**config.mk**
```make
export PLATFORM = sky130hd
export DESIGN_NAME = wb_master
export DESIGN_NICKNAME = d
export VERILOG_FILES = /design/src/rtl/wb_pkg.sv /design/src/rtl/wb_master_timeout_counter.sv /design/src/rtl/wb_master.sv
export SDC_FILE = /design/constraint.sdc
export NUM_CORES = 1
export LEC_CHECK = 0
export ABC_AREA = 1
export CAP_MARGIN = 10
export CORE_UTILIZATION = 42
export CTS_BUF_LIST = sky130_fd_sc_hd__clkbuf_16
export DETAILED_ROUTE_END_ITERATION = 8
export PLACE_DENSITY = 0.89
export SLEW_MARGIN = 40
export SYNTH_ARGS = -nofsm -noshare
export SYNTH_HDL_FRONTEND = slang
export SYNTH_SLANG_ARGS = --single-unit
```
**constraint.sdc**
```tcl
create_clock -name i_clk -period 3 [get_ports i_clk]
set_input_delay 0.6 -clock i_clk [delete_from_list [all_inputs] [get_ports i_clk]]
set_output_delay 0.6 -clock i_clk [all_outputs]
set_load 0.03 [all_outputs]
```
**src/rtl/wb_pkg.sv**
```systemverilog
// Shared Wishbone master types: FSM state encoding, default bus widths,
// and request/response records.
package wb_pkg;

   localparam int unsigned WB_AW = 30;
   localparam int unsigned WB_DW = 32;

   localparam logic [1:0] ST_IDLE    = 2'd0;
   localparam logic [1:0] ST_REQUEST = 2'd1;
   localparam logic [1:0] ST_WAIT    = 2'd2;

   typedef enum logic [1:0] {
      S_IDLE    = ST_IDLE,
      S_REQUEST = ST_REQUEST,
      S_WAIT    = ST_WAIT
   } wb_state_t;

   typedef struct packed {
      logic                  we;
      logic [WB_AW-1:0]      addr;
      logic [WB_DW-1:0]      data;
      logic [WB_DW/8-1:0]    sel;
   } wb_req_t;

   typedef struct packed {
      logic [WB_DW-1:0]      data;
      logic                  err;
      logic                  timeout;
   } wb_rsp_t;

endpackage

```
**src/rtl/wb_master_timeout_counter.sv**
```systemverilog
// Cycle counter that flags the last cycle before a programmable limit.
// A LIMIT of 0 disables expiry entirely.
module wb_timeout_counter
   import wb_pkg::*;
#(
   parameter int unsigned LIMIT = 1024,
   parameter int unsigned TW    = 16
) (
   input  logic i_clk,
   input  logic i_reset,
   input  logic i_clear,
   input  logic i_enable,
   output logic o_expire
);

   localparam logic [TW-1:0] LAST = (LIMIT == 0) ? '0 : TW'(LIMIT - 1);

   logic [TW-1:0] r_count;

   always_ff @(posedge i_clk) begin
      if (i_reset || i_clear)
         r_count <= '0;
      else if (i_enable)
         r_count <= r_count + 1'b1;
   end

   generate
      if (LIMIT == 0) begin : g_disabled
         logic w_unused;
         assign w_unused = ^r_count;
         assign o_expire = 1'b0;
      end else begin : g_enabled
         assign o_expire = i_enable && (r_count == LAST);
      end
   endgenerate

endmodule

```
**src/rtl/wb_master.sv**
```systemverilog
// Single-outstanding Wishbone B4 pipelined initiator: one command in,
// one bus cycle out, one response pulse back.
module wb_master
   import wb_pkg::*;
#(
   parameter int unsigned AW             = WB_AW,
   parameter int unsigned DW             = WB_DW,
   parameter int unsigned TIMEOUT_CYCLES = 1024,
   parameter int unsigned TW             = 16
) (
   input  logic            i_clk,
   input  logic            i_reset,
   input  logic            i_req_valid,
   output logic            o_req_ready,
   input  logic            i_req_we,
   input  logic [AW-1:0]   i_req_addr,
   input  logic [DW-1:0]   i_req_data,
   input  logic [DW/8-1:0] i_req_sel,
   output logic            o_rsp_valid,
   output logic [DW-1:0]   o_rsp_data,
   output logic            o_rsp_err,
   output logic            o_rsp_timeout,
   output logic            o_wb_cyc,
   output logic            o_wb_stb,
   output logic            o_wb_we,
   output logic [AW-1:0]   o_wb_addr,
   output logic [DW-1:0]   o_wb_data,
   output logic [DW/8-1:0] o_wb_sel,
   input  logic            i_wb_ack,
   input  logic            i_wb_err,
   input  logic            i_wb_stall,
   input  logic [DW-1:0]   i_wb_data
);

   wb_state_t r_state;
   logic      w_accept;
   logic      w_busy;
   logic      w_expire;

   assign o_req_ready = (r_state == S_IDLE) && !i_reset;
   assign w_accept    = i_req_valid && o_req_ready;
   assign w_busy      = (r_state == S_REQUEST) || (r_state == S_WAIT);

   wb_timeout_counter #(
      .LIMIT (TIMEOUT_CYCLES),
      .TW    (TW)
   ) u_timeout (
      .i_clk    (i_clk),
      .i_reset  (i_reset),
      .i_clear  (w_accept),
      .i_enable (w_busy),
      .o_expire (w_expire)
   );

   always_ff @(posedge i_clk) begin
      if (i_reset) begin
         r_state       <= S_IDLE;
         o_wb_cyc      <= 1'b0;
         o_wb_stb      <= 1'b0;
         o_wb_we       <= 1'b0;
         o_wb_addr     <= '0;
         o_wb_data     <= '0;
         o_wb_sel      <= '0;
         o_rsp_valid   <= 1'b0;
         o_rsp_data    <= '0;
         o_rsp_err     <= 1'b0;
         o_rsp_timeout <= 1'b0;
      end else begin
         o_rsp_valid   <= 1'b0;
         o_rsp_data    <= '0;
         o_rsp_err     <= 1'b0;
         o_rsp_timeout <= 1'b0;
         case (r_state)
            S_IDLE: begin
               if (w_accept) begin
                  o_wb_we   <= i_req_we;
                  o_wb_addr <= i_req_addr;
                  o_wb_data <= i_req_data;
                  o_wb_sel  <= i_req_sel;
                  o_wb_cyc  <= 1'b1;
                  o_wb_stb  <= 1'b1;
                  r_state   <= S_REQUEST;
               end
            end
            S_REQUEST, S_WAIT: begin
               // Slave completion outranks the timeout; err outranks ack.
               if (i_wb_ack || i_wb_err) begin
                  o_wb_cyc    <= 1'b0;
                  o_wb_stb    <= 1'b0;
                  o_rsp_valid <= 1'b1;
                  o_rsp_err   <= i_wb_err;
                  o_rsp_data  <= (i_wb_err || o_wb_we) ? '0 : i_wb_data;
                  r_state     <= S_IDLE;
               end else if (w_expire) begin
                  o_wb_cyc      <= 1'b0;
                  o_wb_stb      <= 1'b0;
                  o_rsp_valid   <= 1'b1;
                  o_rsp_err     <= 1'b1;
                  o_rsp_timeout <= 1'b1;
                  r_state       <= S_IDLE;
               end else if ((r_state == S_REQUEST) && !i_wb_stall) begin
                  o_wb_stb <= 1'b0;
                  r_state  <= S_WAIT;
               end
            end
            default: begin
               o_wb_cyc <= 1'b0;
               o_wb_stb <= 1'b0;
               r_state  <= S_IDLE;
            end
         endcase
      end
   end

endmodule
```
-- After elaboration in Yosys (flattened, before gate mapping)
Index checks and enable logic that the tools add are counted.
W data, S select, Z words.
- equal/unequal tests: 6
- bitwise operators: 2
- reduce and logical (&&, ||, !) cells: 18
- add/sub/neg operators: 1
- mux-type cells: 16
- operators by type and width (kind ; count):
    $add A16 B1 Y16 const B ; 1
    $eq A16 B10 Y1 const B ; 1
    $mux W1 ; 9
    $mux W2 ; 4
    $reduce_and A2 Y1 ; 3
    $logic_and A1 B1 Y1 ; 4
    $logic_or A1 B1 Y1 ; 4
    $ne A4 B3 Y1 const B ; 1
    $pmux W1 S2 ; 2
    $pmux W2 S2 ; 1
    $reduce_or A2 Y1 ; 2
    $reduce_or A4 Y1 ; 1
    $ne A3 B2 Y1 const B ; 1
    $reduce_or A3 Y1 ; 1
    $eq A2 B1 Y1 const B ; 1
    $eq A2 B2 Y1 const B ; 1
    $logic_not A1 Y1 ; 2
    $logic_not A2 Y1 ; 1
    $ne A2 B1 Y1 const B ; 1
    $not A1 Y1 ; 2
- logic and storage cells: 55
- register bits after elaboration: 122
- output and inout bits: 105
- input port bits: 105

-- Logic depth before layout (Yosys ltp)
- depth in word-level cells: 6
- depth in mapped cells: 11

-- Hierarchy
From an unflattened synthesis, not the netlist that was laid out.
- cells, all modules: 556
- area total of the unflattened synthesis: 4330.4 µm²
- by module, submodules not included (module ; cells an instance ; sequential area each (µm²) ; area an instance (µm²) ; instances):
    wb_master ; 434 ; 2102.0 ; 3510.9 ; 1
    wb_timeout_counter ; 122 ; 320.3 ; 819.5 ; 1

-- Worst setup path before layout
No wires, ideal clock.
- kind: input to register
- start point: input port i_reset
- end point: register o_wb_addr[10]
- arrival: 1.618 ns
- stages: 8
- slack: 1.265 ns
- setup time: 0.117 ns
- path buffers: 3
- cell sequence: buf_6 -> nor2_4 -> nand2_2 -> inv_4 -> nor2_8 -> buf_6 -> buf_6 -> a22o_1
- cells in the longest elaborated chain, start to end: 4
- ends and longest elaborated chain (element ; line ; RTL):
    from (decl) ; wb_master.sv:12 ; input logic i_reset,
    $logic_not A1 Y1 ; wb_master.sv:40 ; assign o_req_ready = (r_state == S_IDLE) && !i_reset;
    $logic_and A1 B1 Y1 ; wb_master.sv:40 ;
    via o_req_ready ; wb_master.sv:14 ; output logic o_req_ready,
    $logic_and A1 B1 Y1 ; wb_master.sv:41 ; assign w_accept = i_req_valid && o_req_ready;
    $reduce_and A2 Y1 (no line) ; -- ;
    to (signal assigned) ; wb_master.sv:77 ; o_wb_addr <= i_req_addr;
    to (decl) ; wb_master.sv:26 ; output logic [AW-1:0] o_wb_addr,
The timed path passes the listed nets, and every way through them passes these cells.
A chain may end at the register's enable or synchronous reset.

-- Worst setup path after layout
- start point: input port i_reset
- end point: output port o_req_ready
- cells in the longest elaborated chain, start to end: 2
- ends and longest elaborated chain (element ; line):
    $logic_not A1 Y1 ; wb_master.sv:40
    $logic_and A1 B1 Y1 ; wb_master.sv:40
    to (decl) ; wb_master.sv:14
Every way passes these cells.

==> impl_metrics.tcl <==
set metrics [dict create \
    path_max_fanout 2 \
    final_nets 734 \
    rsz0062_at_grt "no" \
    drv_slew 0 \
    clock_sinks 122 \
    period_minus_slack_ns 2.50 \
    drt_wl_total_um 10800 \
    drt_first_iter_violations 105 \
    cp.required_ns 2.40 \
    cp-endpoint "o_req_ready" \
    post_cts_buffers 0 \
    synth_largest_area_cell "dfxtp_1" \
    hold_violations 0 \
    yosysMostFrequentCell "dfxtp_1" \
    firstDrtPassIters 4 \
    die_w_um 101 \
    yosys_warnings 0 \
    synth_flop_cell "dfxtp_1" \
    ys_top_cells_by_count "122 x dfxtp_1, 67 x a22o_1, 59 x nor2_1, 55 x inv_1, 31 x nand2_1" \
    finalSetupTns_ns 0 \
    relSlewSlack_pct 51.2 \
    synth_top_family_by_area "compound AO/OA/AOI/OAI gates" \
    maxCapViolCount 0 \
    end_kind "output port" \
    drc 0 \
    powerDensity_nw_per_um2 784 \
    coreArea_sq_um 9330 \
    fillers 644 \
    post-route-period-util_pct 83.4 \
    netlist_area_sq_um 4100 \
    syn_avg_cell_area_sq_um 9.95 \
    hpwl_um 7750 \
    startpoint "i_reset" \
    irDropWorstVdd_mv 0.416 \
    synth_top_area_share_pct 59.6 \
    grt_remaining_overflow 0 \
    grt_pass1_vias 3683 \
    reg2reg_depth 7 \
    numCtsBuffers 17 \
    multi_input_area_sq_um 1300 \
    worst-setup-path-type "input pin to output port" \
    cts_tree "built" \
    async_flop_share_pct 0 \
    fin_util_pct 73.4 \
    track_usage_pct 21.3 \
    setup_viol 0 \
    rows 35 \
    clock_latency_ns 0.40 \
    fp.dieH_um 101 \
    vias 3612 \
    syn_inst 412 \
    synthSimpleGateAreaFrac_pct 12.1 \
    fmax_mhz 400 \
    cts_buffer_depth 2 \
    path_clk_slew_ns 0.06 \
    grt_pass1_wl_um 17000 \
    via_per_inst 4.72 \
    cts_max_level 4 \
    io_pins 210 \
    arrival_ns 1.90 \
    synth-compound-area-share_pct 17.6 \
    synth_edf_count 0 \
    syn_nets 522 \
    ant_nets 0 \
    cts_resized 0 \
    start_util_pct 44.0 \
    avgRoutedWirePerCell_um 14.1 \
    synthAdderAreaFrac_pct 1.53 \
    synth.area.mux_share_pct 0 \
    fin_worst_skew_ns 0.0114 \
    p_leak_nw 2.85 \
    rr_startpoint "r_state[0]" \
    outcome "finished, final reports clean" \
    ys_top_cells_by_area "dfxtp_1 60%, a22o_1 14%, nor2_1 5.4%" \
    critPathLaunchType "input pin" \
    num_antenna_cells 0 \
    hold_buffers 0 \
    drive_above_1_share_pct 7.38 \
    port_buffers 209 \
    yosys_register_bits 122 \
    hold_class "flip-flop to flip-flop" \
    regArea_sq_um 2440 \
    die_area_sq_um 10200 \
    ctsRootBufferMaster "clkbuf_16" \
    grt_max_degree 70 \
    r2r_slack_ns 1.05 \
    synth_xor_area_share_pct 0.427 \
    seq_area_frac_synth_pct 59.6 \
    synth_cell_type_count 30 \
    antenna_found_initial 0 \
    synthToLayoutAreaGrowth_pct 67.1 \
    place_congestion 0.844 \
    r2r-end "u_timeout.r_count[9]" \
    tightestPinTransition_ns 0.732 \
]
sequential cells by signal (all words and copies together) (netlist names):
signal             flops
o_rsp_data            32
o_rsp_err              1
o_rsp_timeout          1
o_rsp_valid            1
o_wb_addr             30
o_wb_cyc               1
o_wb_data             32
o_wb_sel               4
o_wb_stb               1
o_wb_we                1
r_state                2
u_timeout.r_count     16
worst max-delay path, stage by stage:
cell and delay (ns):
clkdlybuf4s50_1 0.47, nor2_4 0.15, clkdlybuf4s50_1 0.68
report_power, final:
part	switching, mW	internal, mW	leakage, nW	total [mW]
combinational	0.790	0.637	1.57	1.43
clock	0.755	1.24	0.285	2.00
sequential	0.113	1.83	0.996	1.95
total	1.66	3.71	2.85	5.37
worst min-delay path by stage:
stage,depth (start not counted),to,start
after floorplan,2,u_timeout.r_count[7],u_timeout.r_count[7]
after global placement,2,u_timeout.r_count[7],u_timeout.r_count[7]
after detailed placement,2,u_timeout.r_count[7],u_timeout.r_count[7]
after CTS,2,u_timeout.r_count[7],u_timeout.r_count[7]
after global routing,2,u_timeout.r_count[7],u_timeout.r_count[7]
final,2,u_timeout.r_count[7],u_timeout.r_count[7]
layout make-up:
| cell class | instances | area share (%) |
|---|---|---|
| sequential | 122 | 35.7 |
| timing repair buffer | 213 | 31.2 |
| multi-input combinational | 212 | 19.0 |
| clock buffer | 17 | 6.21 |
| inverter | 58 | 3.21 |
| clock inverter | 15 | 2.45 |
| tap | 129 | 2.36 |
kinds of logic (layout without fill, tap and decap cells):
| kind of cell | after synthesis | in the layout |
|---|---|---|
| DFF | 122 | 122 |
| and+or+nand+nor | 113 | 113 |
| AOI/OAI and AO/OA | 92 | 92 |
| buffers and inverters | 78 | 303 |
| adders and majority gates | 5 | 5 |
| xor gates and xnor gates | 2 | 2 |
routing by layer:
| metal | GRT usage (%) | share of wire, % |
|---|---|---|
| met3 | 8.39 | 8.8 |
| met4 | 6.13 | 0.67 |
| met1 | 23.1 | 40 |
| met5 | 0 | 0 |
| met2 | 38.4 | 51 |
metrics by stage:
stage / power [mW] / cells / worst slack, ns / cell area, sq um / hold WS (ns)
floorplan: 2.81 / 412 / 1.26 / 4100 / 0.428
global placement: 3.36 / 734 / 0.474 / 6260 / 0.438
detailed placement: 3.40 / 734 / 0.492 / 6260 / 0.446
CTS: 5.42 / 766 / 0.492 / 6850 / 0.455
global route: 5.60 / 766 / 0.424 / 6850 / 0.476
finish: 5.37 / 766 / 0.499 / 6850 / 0.452
placed cells by master, fill, tap and decap left out, types with 3 or more instances in the layout:
master	synthesis	routed
clkbuf_16	0	17
clkinv_4	0	5
a22o_1	67	67
dfxtp_1	122	122
nor3_1	4	4
inv_1	55	55
clkdlybuf4s50_1	0	209
nand3_1	7	7
a21oi_1	12	12
nand2_2	3	3
o21ai_0	8	8
nand2_1	31	31
ha_1	5	5
nor2_1	59	59
buf_4	2	3
Note: power is estimated with default switching activity, not from simulation.
